===== config.mk =====
export PLATFORM = sky130hd
export DESIGN_NAME = aes_req_arb_flat
export DESIGN_NICKNAME = d
export VERILOG_FILES = /design/src/rtl/aes_pkg.sv /design/src/rtl/aes_req_arb_if.sv /design/src/rtl/aes_req_arb.sv /design/src/flat_wrapper.sv
export SDC_FILE = /design/constraint.sdc
export NUM_CORES = 1
export LEC_CHECK = 0
export BUFFER_PORTS_ARGS = -buffer_cell sky130_fd_sc_hd__buf_2
export CAP_MARGIN = 10
export CORE_AREA = 2 2 39 41
export CTS_BUF_LIST = sky130_fd_sc_hd__clkbuf_4 sky130_fd_sc_hd__clkbuf_8 sky130_fd_sc_hd__clkbuf_16
export DETAILED_ROUTE_END_ITERATION = 8
export DIE_AREA = 0 0 41 43
export PLACE_DENSITY_LB_ADDON = 0.25
export SLEW_MARGIN = 10
export SYNTH_ARGS = -nofsm -noshare
export SYNTH_HDL_FRONTEND = slang
export SYNTH_SLANG_ARGS = --single-unit

===== constraint.sdc =====
create_clock -name clk -period 2.25 [get_ports clk]
set_input_delay 0.3375 -clock clk [delete_from_list [all_inputs] [get_ports clk]]
set_output_delay 0.3375 -clock clk [all_outputs]
set_load 0.02 [all_outputs]

===== src/rtl/aes_pkg.sv =====
// Shared AES core definitions: opcode encoding seen by aes_ctrl and its requesters.
// Pure type package, no logic.
package aes_pkg;

    typedef enum logic [3:0] {
        NOOP            = 4'd0,
        AESENC          = 4'd1,
        AESENCLAST      = 4'd2,
        AESDEC          = 4'd3,
        AESDECLAST      = 4'd4,
        AESKEYGENASSIST = 4'd5,
        AESIMC          = 4'd6,
        AESENCFULL      = 4'd7,
        AESDECFULL      = 4'd8
    } opcode;

endpackage


===== src/rtl/aes_req_arb_if.sv =====
// Requester and core-control bundle of aes_req_arb; slave is the arbiter view,
// master is the requester/core side. No storage, no flow control of its own.
interface aes_req_arb_if #(
    parameter int N_REQ = 2
);

    logic [N_REQ-1:0] req_i;
    aes_pkg::opcode   opcode_i [N_REQ];
    logic [N_REQ-1:0] gnt_o;
    logic [N_REQ-1:0] done_o;
    logic             err_o;
    logic             busy_o;
    logic             core_start_o;
    aes_pkg::opcode   core_opcode_o;
    logic             core_cipher_ready_i;
    logic             core_key_ready_i;

    modport slave (
        input  req_i, opcode_i, core_cipher_ready_i, core_key_ready_i,
        output gnt_o, done_o, err_o, busy_o, core_start_o, core_opcode_o
    );

    modport master (
        output req_i, opcode_i, core_cipher_ready_i, core_key_ready_i,
        input  gnt_o, done_o, err_o, busy_o, core_start_o, core_opcode_o
    );

endinterface


===== src/rtl/aes_req_arb.sv =====
// Round-robin sharing of one AES core; optional WAIT watchdog under AES_ARB_TIMEOUT_EN.
// Grant/start 1 cycle after request, done 2 cycles after core ready; requests stay pending while busy.
module aes_req_arb #(
    parameter int N_REQ       = 2,
    parameter int TIMEOUT_CYC = 64
) (
    input logic          clk,
    input logic          nrst,
    aes_req_arb_if.slave bus
);
    import aes_pkg::*;

    localparam int IW = $clog2(N_REQ);

    typedef enum logic [1:0] {IDLE, ISSUE, WAIT, DONE} state_t;

    state_t        state_q, state_d;
    logic [IW-1:0] ptr_q, ptr_d;
    logic [IW-1:0] idx_q, idx_d;
    opcode         op_q, op_d;
    logic          win_vld;
    logic [IW-1:0] win_idx;
    logic [IW-1:0] cand_idx;
    int            cand;
    logic          exp_rdy;
    logic          hit_q;
    logic          tmo_q;
    logic [N_REQ-1:0] gnt, done;
    logic          start;
    opcode         core_op;

    // Scan from the highest offset down so the lowest offset from ptr wins.
    always_comb begin
        win_vld  = 1'b0;
        win_idx  = '0;
        cand     = 0;
        cand_idx = '0;
        for (int off = N_REQ - 1; off >= 0; off--) begin
            cand = int'(ptr_q) + off;
            if (cand >= N_REQ) cand = cand - N_REQ;
            cand_idx = IW'(cand);
            if (bus.req_i[cand_idx] && (bus.opcode_i[cand_idx] != NOOP)) begin
                win_vld = 1'b1;
                win_idx = cand_idx;
            end
        end
    end

    assign exp_rdy = (op_q == AESKEYGENASSIST) ? bus.core_key_ready_i : bus.core_cipher_ready_i;

    // Core ready is registered before use, giving the done-after-ready latency of two cycles.
    always_ff @(posedge clk or negedge nrst) begin
        if (!nrst) hit_q <= 1'b0;
        else       hit_q <= (state_q == WAIT) && exp_rdy;
    end

`ifdef AES_ARB_TIMEOUT_EN
    localparam int CW = $clog2(TIMEOUT_CYC + 1);

    logic [CW-1:0] cnt_q;
    logic          err_q;

    always_ff @(posedge clk or negedge nrst) begin
        if (!nrst) begin
            cnt_q <= '0;
            tmo_q <= 1'b0;
            err_q <= 1'b0;
        end else begin
            tmo_q <= (state_q == WAIT) && (cnt_q == CW'(TIMEOUT_CYC - 1));
            if (state_q == DONE)      cnt_q <= '0;
            else if (state_q == WAIT) cnt_q <= cnt_q + CW'(1);
            // A ready sampled alongside the expiry takes precedence.
            if (state_q == WAIT)      err_q <= tmo_q && !hit_q;
        end
    end

    assign bus.err_o = (state_q == DONE) && err_q;
`else
    logic unused_timeout;

    assign tmo_q          = 1'b0;
    assign unused_timeout = ^TIMEOUT_CYC;
    assign bus.err_o      = 1'b0;
`endif

    always_comb begin
        state_d = state_q;
        ptr_d   = ptr_q;
        idx_d   = idx_q;
        op_d    = op_q;
        case (state_q)
            IDLE: begin
                if (win_vld) begin
                    idx_d   = win_idx;
                    op_d    = bus.opcode_i[win_idx];
                    state_d = ISSUE;
                end
            end
            ISSUE: state_d = WAIT;
            WAIT: begin
                if (hit_q || tmo_q) state_d = DONE;
            end
            DONE: begin
                ptr_d   = (idx_q == IW'(N_REQ - 1)) ? '0 : idx_q + IW'(1);
                state_d = IDLE;
            end
            default: state_d = IDLE;
        endcase
    end

    always_ff @(posedge clk or negedge nrst) begin
        if (!nrst) begin
            state_q <= IDLE;
            ptr_q   <= '0;
            idx_q   <= '0;
            op_q    <= NOOP;
        end else begin
            state_q <= state_d;
            ptr_q   <= ptr_d;
            idx_q   <= idx_d;
            op_q    <= op_d;
        end
    end

    always_comb begin
        gnt     = '0;
        done    = '0;
        start   = 1'b0;
        core_op = NOOP;
        case (state_q)
            ISSUE: begin
                gnt[idx_q] = 1'b1;
                start      = 1'b1;
                core_op    = op_q;
            end
            DONE:    done[idx_q] = 1'b1;
            default: ;
        endcase
    end

    assign bus.gnt_o         = gnt;
    assign bus.done_o        = done;
    assign bus.core_start_o  = start;
    assign bus.core_opcode_o = core_op;
    assign bus.busy_o        = (state_q != IDLE);

endmodule


===== src/flat_wrapper.sv =====
// flat-port wrapper written by rule: the top's interface ports become plain ports
module aes_req_arb_flat import aes_pkg::*;
#(
    parameter int N_REQ       = 2,
    parameter int TIMEOUT_CYC = 64
)
  (clk, nrst, bus_req_i, bus_opcode_i, bus_core_cipher_ready_i, bus_core_key_ready_i, bus_gnt_o, bus_done_o, bus_err_o, bus_busy_o, bus_core_start_o, bus_core_opcode_o);
  aes_req_arb_if #(.N_REQ(N_REQ)) bus_i ();
  input logic clk;
  input logic nrst;
  input wire logic [$bits(bus_i.req_i)-1:0] bus_req_i;
  input wire logic [$bits(bus_i.opcode_i)-1:0] bus_opcode_i;
  input wire logic [$bits(bus_i.core_cipher_ready_i)-1:0] bus_core_cipher_ready_i;
  input wire logic [$bits(bus_i.core_key_ready_i)-1:0] bus_core_key_ready_i;
  output wire logic [$bits(bus_i.gnt_o)-1:0] bus_gnt_o;
  output wire logic [$bits(bus_i.done_o)-1:0] bus_done_o;
  output wire logic [$bits(bus_i.err_o)-1:0] bus_err_o;
  output wire logic [$bits(bus_i.busy_o)-1:0] bus_busy_o;
  output wire logic [$bits(bus_i.core_start_o)-1:0] bus_core_start_o;
  output wire logic [$bits(bus_i.core_opcode_o)-1:0] bus_core_opcode_o;
  assign bus_i.req_i = bus_req_i;
  assign bus_i.opcode_i = {>>{bus_opcode_i}};
  assign bus_i.core_cipher_ready_i = bus_core_cipher_ready_i;
  assign bus_i.core_key_ready_i = bus_core_key_ready_i;
  assign bus_gnt_o = bus_i.gnt_o;
  assign bus_done_o = bus_i.done_o;
  assign bus_err_o = bus_i.err_o;
  assign bus_busy_o = bus_i.busy_o;
  assign bus_core_start_o = bus_i.core_start_o;
  assign bus_core_opcode_o = bus_i.core_opcode_o;
  aes_req_arb #(.N_REQ(N_REQ), .TIMEOUT_CYC(TIMEOUT_CYC)) u_core (.clk(clk), .nrst(nrst), .bus(bus_i));
endmodule

==> flow_summary.yaml <==
run_status:
  outcome: "finished clean"
cells_and_area:
  n_fill_cell: 120
  design_area_um2: 743
  nNetsFinal: 97
  stdcell_count: 94
  area_delta_synth_final_pct: 29.1
  diodes: 0
  layout-drive-gt1-share: 0.449
floorplanning:
  die_area_mm2: 0.00176
  io_pins: 25
  die_w_um: 41
  core-area_mm2: 0.00138
  std_cell_rows: 14
  dieHeight_um: 43
  start_util: 0.416
pwr:
  total_power_mw: 0.921
  p_leak_nw: 0.384
  powerDensity_mw_per_mm2: 1240
  ir_drop_uv: 635
placed_design:
  placed_area_um2: 703
  place_inst: 89
  port_buffers: 23
  gp_congestion: 0.704
  dp_slack_ns: 0.460
synthesis:
  synth_ff_type: "dfrtp_1"
  synth.most_common_cell: "dfrtp_1"
  synth_area_um2: 576
  synthArstFlopShare: 1.00
  synth_cells: 51
  synth_cell_types: 19
  synth_enable_flop_cells: 0
  synth_area_leaders: "dfrtp_1, mux2_2, ha_1, a32o_1, and2_1"
  syn_area_per_cell_um2: 11.3
  yosys_warnings: 0
  netlist.area_leader.share: 0.391
  synth_nets: 69
  synth_commonest_cells: "dfrtp_1, and2_1, inv_1, mux2_2"
  synth-seq-cells: 9
  yosysTopAreaCell: "dfrtp_1"
  yosysSeqAreaShare: 0.391
detailed_routing:
  route.vias.total: 482
  drc: 0
  via_per_inst: 5.13
  drt_wl_total_um: 1190
  drt-pass1-iter-count: 4
  wire_per_inst_um: 12.7
  drtIter0Drc: 1
  antenna_left: 0
clock_network:
  cts_buffers: 3
  cts.clk_slew.worst_paths_ns: 0.06
  cts_tree: "built"
  htree_levels: 1
  cts_setup_buffers: 0
  clk_latency_ns: 0.26
  postCtsResizedCells: 0
  cts_hold_repair.buffers: 1
  cts_root_buffer: "clkbuf_4"
  cts_buffer_depth: 2
  numClockSinks: 9
global_routing:
  gr-usage-all-layers: 0.162
  grt_use_met3: 0.0157
  grt_pass1_vias: 473
  grt_first_pass_wirelength_um: 1840
  gr-usage-met1: 0.172
  antenna_found_initial: 0
  grt_max_degree: 10
  grt.met2_usage: 0.263
  grt_overflow: 0
  grt.busiest_layer: "met2"
timing:
  relSlewSlack: 0.657
  min_period_ns: 1.64
  layout_setup_ws_ns: 0.615
  post-route-period-util: 0.727
  rsz0062_at_grt: "no"
  setup_tns_ns: 0
  fin_skew_ns: 0.00567
  fmax_mhz: 611
  hold_violations: 0
  setup_viol: 0
  slew_violations: 0
  tightest_slew_ns: 0.508
min_path:
  worstHoldPathType: "in2reg"
flow_run:
  max_cap_viol_count: 0
worst_setup_path:
  cp_top_family: "flip-flops"
  crit_path_cell_trace: "inv_1 -> ha_1 -> and2_1 -> buf_2"
  arrival_ns: 1.30
  critPathKind: "reg2out"
  cp_max_fo: 7
  slowest_stage: "dfrtp_1"
  cp_num_buf_inv: 2
  cp-start-kind: "flop"
  crit_required_ns: 1.91
  cpPeakStageDelay_ns: 0.39
  critPathCaptureType: "output pin"
## routing by layer
layer	wire [um]	part of all wire
met1	466	0.39
met2	603	0.51
met3	90	0.075
met4	33	0.028
met5	0	0
## final timing paths
kind                                         start              endpoint  slack, ns  depth (start not counted)
setup / recovery                 u_core.state_q[1]  bus_core_opcode_o[3]       0.61                          4
hold / removal             bus_core_cipher_ready_i          u_core.hit_q       0.34                          3
setup reg to reg                 u_core.state_q[0]        u_core.op_q[3]       0.85                          4
hold reg to reg                     u_core.op_q[2]        u_core.op_q[2]       0.53                          1
max in group asynchronous                     nrst     u_core.state_q[1]       1.61                          2
min in group asynchronous                     nrst        u_core.op_q[2]       0.45                          2
## area by class of cell
| class | instances | area [um^2] | share of cell area |
|---|---|---|---|
| Inverter | 5 | 18.8 | 0.0253 |
| Sequential cell | 9 | 225 | 0.303 |
| Clock buffer | 4 | 30.0 | 0.0404 |
| Tap cell | 16 | 20.0 | 0.0269 |
| Multi-Input combinational cell | 36 | 324 | 0.436 |
| Timing Repair Buffer | 24 | 125 | 0.168 |
## kinds of logic (layout without fill, tap and decap cells)
logic type,count (synthesis),after routing,synth area share
AOI/OAI and AO/OA,10,10,0.191
muxes,7,7,0.133
other,1,1,0.00652
buffers and inverters,6,33,0.0457
adders and majority gates,4,4,0.0870
and+or+nand+nor,14,14,0.146
DFF,9,9,0.391
## where the power goes
group          internal [mW]  switching, mW  leakage [nW]
logic                  0.222          0.263         0.256
registers              0.243         0.0580         0.109
clock network         0.0803         0.0555        0.0184
## placed cells by master (no fill, tap or decap)
cell | netlist | final
a32o_1 | 4 | 4
a32oi_1 | 1 | 1
and2_1 | 6 | 6
buf_2 | 0 | 23
clkbuf_4 | 0 | 4
conb_1 | 1 | 1
dfrtp_1 | 9 | 9
dlygate4sd3_1 | 0 | 1
ha_1 | 4 | 4
inv_1 | 5 | 5
mux2_2 | 5 | 5
mux2i_1 | 2 | 2
nand2_1 | 3 | 3
nor2b_1 | 3 | 3
nor4bb_1 | 1 | 1
o21ai_0 | 1 | 1
o21bai_2 | 1 | 1
o22a_1 | 1 | 1
o41ai_1 | 1 | 1
o41ai_4 | 1 | 1
or2_2 | 1 | 1
## per-stage QoR
stage	util	hold WS [ns]
2_1_floorplan	-	0.0419
3_3_place_gp	0.508	0.197
3_5_place_dp	0.508	0.199
4_1_cts	0.537	0.334
5_1_grt	0.537	0.384
6_report	0.537	0.342
## tightest hold or removal path, cell delays in order
cell,delay (ns)
buf_2,0.07
mux2i_1,0.05
nor2b_1,0.09
## sequential cells by signal, indices dropped and copies added (netlist names)
| signal | cells |
|---|---|
| u_core.state_q | 2 |
| u_core.ptr_q | 1 |
| u_core.idx_q | 1 |
| u_core.op_q | 4 |
| u_core.hit_q | 1 |
Power figures use the tool's default switching activity.
